--- src/rtl/alu_exec_stage.sv ---
// alu_exec_stage
//   Operand-fetch / execute / writeback sequencer wrapped around an external
//   combinational ALU. Owns the 16-entry register file and the 5-bit PSR.
//
//   state | meaning
//   ------+-------------------------------------------------------------
//   IDLE  | issue_ready high; accept and latch one decoded instruction
//   FETCH | read operands and carry, load them into the ALU drive regs
//   EXEC  | ALU inputs held steady; capture alu_z / alu_flags at the edge
//   WB    | done pulse; PSR update; register write unless the op is CMP
//
// Ports
//   clk, reset                 clock, synchronous active-high reset
//   issue_valid / issue_ready  instruction handshake
//   issue_op/rdest/rsrc/imm/use_imm  decoded instruction fields
//   alu_a/alu_b/alu_op/alu_carry     drive to the ALU (non-zero only in EXEC)
//   alu_z, alu_flags           ALU result and flags
//   done                       one-cycle pulse in the writeback cycle
//   psr                        current flags register
//   ld_en/ld_addr/ld_data      host register load
//   dbg_addr/dbg_data          combinational register read-back
module alu_exec_stage #(
  parameter int WORD_WIDTH     = 16,
  parameter int OPCODE_WIDTH   = 8,
  parameter int REG_ADDR_WIDTH = 4,
  parameter int CARRY_BIT      = 0,
  parameter logic [OPCODE_WIDTH-1:0] CMP_OPCODE = 8'b0000_1011
) (
  input  logic                      clk,
  input  logic                      reset,
  input  logic                      issue_valid,
  output logic                      issue_ready,
  input  logic [OPCODE_WIDTH-1:0]   issue_op,
  input  logic [REG_ADDR_WIDTH-1:0] issue_rdest,
  input  logic [REG_ADDR_WIDTH-1:0] issue_rsrc,
  input  logic [WORD_WIDTH-1:0]     issue_imm,
  input  logic                      issue_use_imm,
  output logic [WORD_WIDTH-1:0]     alu_a,
  output logic [WORD_WIDTH-1:0]     alu_b,
  output logic [OPCODE_WIDTH-1:0]   alu_op,
  output logic                      alu_carry,
  input  logic [WORD_WIDTH-1:0]     alu_z,
  input  logic [4:0]                alu_flags,
  output logic                      done,
  output logic [4:0]                psr,
  input  logic                      ld_en,
  input  logic [REG_ADDR_WIDTH-1:0] ld_addr,
  input  logic [WORD_WIDTH-1:0]     ld_data,
  input  logic [REG_ADDR_WIDTH-1:0] dbg_addr,
  output logic [WORD_WIDTH-1:0]     dbg_data
);

  localparam int NUM_REGS = 1 << REG_ADDR_WIDTH;

  typedef enum logic [1:0] {IDLE, FETCH, EXEC, WB} state_t;

  state_t state, state_next;

  logic [WORD_WIDTH-1:0]     regs [NUM_REGS];
  logic [OPCODE_WIDTH-1:0]   op_q;
  logic [REG_ADDR_WIDTH-1:0] rdest_q;
  logic [REG_ADDR_WIDTH-1:0] rsrc_q;
  logic [WORD_WIDTH-1:0]     imm_q;
  logic                      use_imm_q;
  logic [WORD_WIDTH-1:0]     result_q;
  logic [4:0]                flg_q;
  logic [WORD_WIDTH-1:0]     fetch_a;
  logic [WORD_WIDTH-1:0]     fetch_b;

  // state register
  always_ff @(posedge clk) begin
    if (reset) state <= IDLE;
    else       state <= state_next;
  end

  // next-state logic
  always_comb begin
    state_next = state;
    case (state)
      IDLE:    if (issue_valid) state_next = FETCH;
      FETCH:   state_next = EXEC;
      EXEC:    state_next = WB;
      WB:      state_next = IDLE;
      default: state_next = IDLE;
    endcase
  end

  // state-decoded outputs
  always_comb begin
    issue_ready = (state == IDLE);
    done        = (state == WB);
  end

  // A host load landing on the same edge that closes FETCH is forwarded, so
  // any load that lands at or before that edge is seen by the instruction.
  always_comb begin
    fetch_a = regs[rdest_q];
    fetch_b = use_imm_q ? imm_q : regs[rsrc_q];
    if (ld_en && (ld_addr == rdest_q)) fetch_a = ld_data;
    if (ld_en && !use_imm_q && (ld_addr == rsrc_q)) fetch_b = ld_data;
  end

  // instruction latch, ALU drive registers, result capture
  always_ff @(posedge clk) begin
    if (reset) begin
      op_q      <= '0;
      rdest_q   <= '0;
      rsrc_q    <= '0;
      imm_q     <= '0;
      use_imm_q <= 1'b0;
      result_q  <= '0;
      flg_q     <= '0;
      alu_a     <= '0;
      alu_b     <= '0;
      alu_op    <= '0;
      alu_carry <= 1'b0;
    end else begin
      case (state)
        IDLE: begin
          if (issue_valid) begin
            op_q      <= issue_op;
            rdest_q   <= issue_rdest;
            rsrc_q    <= issue_rsrc;
            imm_q     <= issue_imm;
            use_imm_q <= issue_use_imm;
          end
        end
        FETCH: begin
          // loaded here so they are stable for the whole EXEC cycle
          alu_a     <= fetch_a;
          alu_b     <= fetch_b;
          alu_op    <= op_q;
          alu_carry <= psr[CARRY_BIT];
        end
        EXEC: begin
          result_q  <= alu_z;
          flg_q     <= alu_flags;
          alu_a     <= '0;
          alu_b     <= '0;
          alu_op    <= '0;
          alu_carry <= 1'b0;
        end
        default: ;
      endcase
    end
  end

  // register file and PSR; the writeback assignment comes last so it wins
  // over a host load to the same register on the same edge
  always_ff @(posedge clk) begin
    if (reset) begin
      for (int i = 0; i < NUM_REGS; i++) regs[i] <= '0;
      psr <= '0;
    end else begin
      if (ld_en) regs[ld_addr] <= ld_data;
      if (state == WB) begin
        psr <= flg_q;
        if (op_q != CMP_OPCODE) regs[rdest_q] <= result_q;
      end
    end
  end

  assign dbg_data = regs[dbg_addr];

endmodule

--- config.mk ---
export PLATFORM = sky130hd
export DESIGN_NAME = alu_exec_stage
export DESIGN_NICKNAME = d
export VERILOG_FILES = /design/src/rtl/alu_exec_stage.sv
export SDC_FILE = /design/constraint.sdc
export NUM_CORES = 1
export LEC_CHECK = 0
export CAP_MARGIN = 0
export CORE_MARGIN = 5
export CORE_UTILIZATION = 50
export CTS_CLUSTER_SIZE = 10
export DETAILED_ROUTE_END_ITERATION = 8
export PLACE_DENSITY = 0.66
export SYNTH_ARGS = -nofsm -noshare
export SYNTH_HDL_FRONTEND = slang
export SYNTH_SLANG_ARGS = --single-unit
--- constraint.sdc ---
create_clock -name clk -period 2.7 [get_ports clk]
set_input_delay 0.27 -clock clk [delete_from_list [all_inputs] [get_ports clk]]
set_output_delay 0.27 -clock clk [all_outputs]
set_load 0.01 [all_outputs]
==> After elaboration in Yosys (flattened, before gate mapping) <==
Memories as Yosys holds them, arrays and structs flattened. A register that Yosys moved wholly into a read port is not among the register bits.
Index checks and enable logic that the tools add are counted.
{ "word_totals": {"regBits": 102, "ram_bits": 256, "in_bits": 82, "output_inout_bits": 64, "elab_cells": 58, "n_memories": 1} }
{ "classes": {"eq_ne": 7, "mux": 28, "reduce_logical": 9} }
{ "memory_table": {"columns": ["name", "words", "width", "rd", "rd_clocked_by_memory_dff", "write_ports", "line", "text"], "rows": [
  ["regs", 16, 16, 3, 2, 16, "59", "logic [WORD_WIDTH-1:0] regs [NUM_REGS];"]
]} }
{ "op_table": {"columns": ["op", "n"], "rows": [
  ["$mux 16", 5],
  ["$pmux 16 s2", 2],
  ["$reduce_or 16->1", 2],
  ["$mux 4", 6],
  ["$pmux 8 s2", 1],
  ["$mux 1", 11],
  ["$eq 4x4->1", 2],
  ["$ne 8x4->1 const B", 1],
  ["$pmux 2 s4", 1],
  ["$eq 2x2->1 const B", 2],
  ["$logic_and 1x1->1", 3],
  ["$eq 2x1->1 const B", 1],
  ["$logic_not 2->1", 1],
  ["$mux 2", 1],
  ["$ne 2x2->1 const B", 1],
  ["$pmux 1 s2", 1],
  ["$reduce_and 2->1", 1],
  ["$reduce_bool 2->1", 1],
  ["$logic_not 1->1", 1]
]} }

==> Depth between registers and ports, before layout <==
{ "depth": {"ltp_word": 7, "ltp_mapped": 9, "ltp_nobuf": 6} }

==> Worst setup path before layout <==
OpenSTA, ideal clock, no wires.
{ "synth_timing": {"kind": "register -> register", "startpoint": "reg state[1]", "endpoint": "mem regs[0][0] (enable)", "setup_time_ns": 0.372, "arrival_time_ns": 2.247, "required_time_ns": 2.328, "path_slack_ns": 0.081, "stages_incl_launch_ff": 6, "path_buffers": 1, "period_less_slack_ns": 2.619, "path_cell_list": "dfxtp_1 ha_1 buf_4 or4b_4 a2111oi_4 or3_1"} }
{ "synth_rtl": {"columns": ["item", "line", "text"], "rows": [
  ["start, declared", "57", "state_t state, state_next;"],
  ["start signal, assigned", "73", "else state <= state_next;"],
  ["end, declared", "59", null]
]} }

==> summary.md <==
| Metric | Value |
|---|---|
| Most frequent cells in the layout | nand2_1, edfxtp_1, o21ai_0 |
| Wire length per cell | 30.1 µm |
| Ys flop type | edfxtp_1 |
| Unique masters post-synth | 52 |
| Pwr Density | 722 nW/µm² |
| Sequential share of power | 39.3% |
| Worst hold-check path type | input pin to flip-flop |
| GPL Wtd Cong | 0.944 |
| Initial antenna violation count | 0 |
| Critical path's top delay family | multiplexers |
| Final wirelength | 86.7 mm |
| Ranking of synthesized cells by area | edfxtp_1, mux4_2, nand2_1 |
| Largest net degree at the start of global routing | 58 |
| #FFs+latches synth | 366 |
| DRT Pass-1 Iters | 6 |
| CTS buffer count | 44 |
| Clock Power Share | 30.0% |
| P_sw | 6.46 mW |
| Final setup fails | 0 |
| Synth Cell Area | 22500 µm² |
| DRC | 0 |
| CTS tree | done |
| Worst Path Required | 2.43 ns |
| Outcome | complete, no violations |
| Final worst slack | 0.00941 ns |
| Net Sw Frac | 34.0% |
| H-tree depth | 2 |
| Vias in the first global route | 18523 |
| Fmax | 0.372 GHz |
| GRT overflow | 0 |
| Cells along the critical path | mux4_2, mux4_2, dlygate4sd2_1 |
| Period utilization | 99.7% |
| Root Driver | clkbuf_16 |
| CTS Buffer Depth | 3 |
| PortBufs | 145 |
| Number of synthesized flops with an enable pin | 256 |
| DP Worst Slack | 0.160 ns |
| Core outline area | 44300 µm² |
| Top cell type's share of synthesized area | 34.2% |
| Number of DRC markers in iteration 0 | 2862 |
| Critical path's most frequent cell | mux4_2 |
| Hold Path Depth | 2 |
| Crit start category | flip-flop |
| Share of cells above drive strength 1 | 19.8% |
| Largest area contributor in the netlist | edfxtp_1 |
| Design Power | 19.0 mW |
| # hold bufs at CTS | 0 |
| Area growth, synth to finish | 17.2% |
| Fin. Hold Viols | 0 |
| Int Power | 12.5 mW |
| Seq/Total Area, Yosys | 44.0% |
| Logic gate share of total power | 30.7% |
| RSZ-0062 raised after global routing | no |
| Clock period minus worst slack | 2.69 ns |
| CP max FO | 3 |
| Nets | 2343 |
| Max incr delay on CP | 0.53 ns |
| DIE AREA | 49300 µm² |
| GRT Total Usage | 34.3% |
| First-pass GRT wire length | 125 mm |
| Most common cell after layout, fill and taps aside | nand2_1 |
| Vias per Instance | 6.70 |
| CP Capture Type | output port |
| Clock sinks | 366 |
| Avg Cell Area, Syn | 10.4 µm² |
| Syn nets | 2241 |
| Async SR Flop Fraction | 0% |
| Max-slew violation count | 0 |
| Peak supply drop | 0.000556 V |
| Critical-path top delay cell | mux4_2 |
| IO Pins | 146 |
| Max-cap violations | 0 |
| Rel. slew slack | 24.9% |
| Crit Path Class | flip-flop to output port |
| Synth Warn # | 0 |
| Setup Total Neg Slack | 0 ns |
| Post-Route Skew | 0.0411 ns |
| Vias | 19286 |
| Starting Density | 50.7% |
| Syn Inst Count | 2156 |
| Die height | 222 µm |
| Clk_lat worst skew | 0.60 ns |
| CP bufs+invs | 1 |
| Worst slew pin tran | 1.13 ns |
| Stages on worst setup path | 3 |
| P_leak | 8.58 nW |
| Routed Antenna Nets | 0 |
| Detailed placer's ending HPWL | 59.7 mm |
| Die width | 222 µm |
| WP data arrival | 2.42 ns |
| Antenna cells | 0 |
| Cell row count | 77 |
| Finished Core Util | 59.4% |
| R2r worst-path depth | 5 |
| Worst-path clk slew | 0.06 ns |
metal layers:
| metal | global-route usage [%] | up-vias | share of wire (%) |
|---|---|---|---|
| met2 | 51.2 | 1511 | 44 |
| met3 | 9.21 | 327 | 13 |
| met5 | 0 | - | 0 |
| li1 | - | 8120 | - |
| met1 | 44.5 | 9328 | 36 |
| met4 | 21.9 | 0 | 7.9 |
Yosys cell counts (3+ instances only):
library cell  count
o211a_1           9
nor3_2            3
buf_4             7
o41ai_1          16
clkbuf_1        132
buf_2            53
ha_1              3
nand2_1         630
buf_1            41
a221oi_1         16
a221o_1          16
nor2_4            3
a21oi_1          50
edfxtp_1        256
mux4_2          176
xnor2_1           4
o21ba_2          16
mux2_2           16
or3_1            16
and2_1           19
a31oi_1          16
inv_1             6
nor2_1           53
nor2b_1          24
mux2i_1          91
o21ai_2           9
xor2_1            4
o21ai_0         200
nand3_1          17
a2111oi_4         8
o21ai_1          47
a22oi_1          55
nand2b_1          3
buf_6             9
dfxtp_1         110
cell families (layout without fill, tap and decap cells):
logic type      count (synthesis)  after routing  share of synthesized area, %
xor+xnor                        8              8                         0.312
buf+inv                       249            381                          4.87
simple gates                  787            787                          14.8
mux                           283            283                          22.5
compound gates                460            460                          13.4
flops                         366            366                          44.0
fa+ha+maj                       3              3                         0.167
flip-flops by register name, summed over array words and instances, names as in the netlist, named ones only:
signal	cells
regs	256
alu_a	16
alu_b	16
imm_q	16
result_q	16
alu_op	8
op_q	8
flg_q	5
psr	5
rdest_q	4
rsrc_q	4
state	2
alu_carry	1
use_imm_q	1
final cells by class:
| class | instances | area, µm² |
|---|---|---|
| clock buffer | 71 | 1260 |
| fill | 3614 | 18000 |
| clock inverter | 5 | 80.1 |
| sequential | 366 | 9900 |
| tap | 592 | 741 |
| multi-input combinational | 1541 | 11500 |
| timing repair buffer | 298 | 2830 |
| inverter | 7 | 26.3 |
stage by stage:
stage               cells  cell area, µm²  hold slack [ns]
floorplan            2156           22500            0.406
global placement     2793           24900            0.448
detailed placement   2793           24900            0.452
CTS                  2880           26300           0.0190
global route         2880           26300           0.0416
finish               2880           26300           0.0410
what timing repair did:
| action | CTS | global route |
|---|---|---|
| endpoints found under the setup margin | 16 | 0 |
| gates resized for setup | 16 | 0 |
| setup buffers | 11 | 0 |
final timing paths:
| check | start | endpoint | slack, ns |
|---|---|---|---|
| worst min register to register | imm_q[4] | imm_q[4] | 0.46 |
| worst max-delay path | regs[0][9] | dbg_data[9] | 0.009 |
| worst min-delay path | reset | result_q[15] | 0.04 |
| worst max register to register | state[1] | regs[0][2] | 0.25 |
power groups by stage:
stage | clock network, mW | registers (mW) | logic (mW)
final | 5.70 | 7.48 | 5.83
after global routing | 5.97 | 7.51 | 6.13
after CTS | 5.72 | 7.43 | 5.76
after detailed placement | 0 | 7.54 | 5.76
after global placement | 0 | 7.52 | 5.67
after floorplan | 0 | 7.07 | 3.75
No activity file was read; power rests on OpenSTA's default activity.
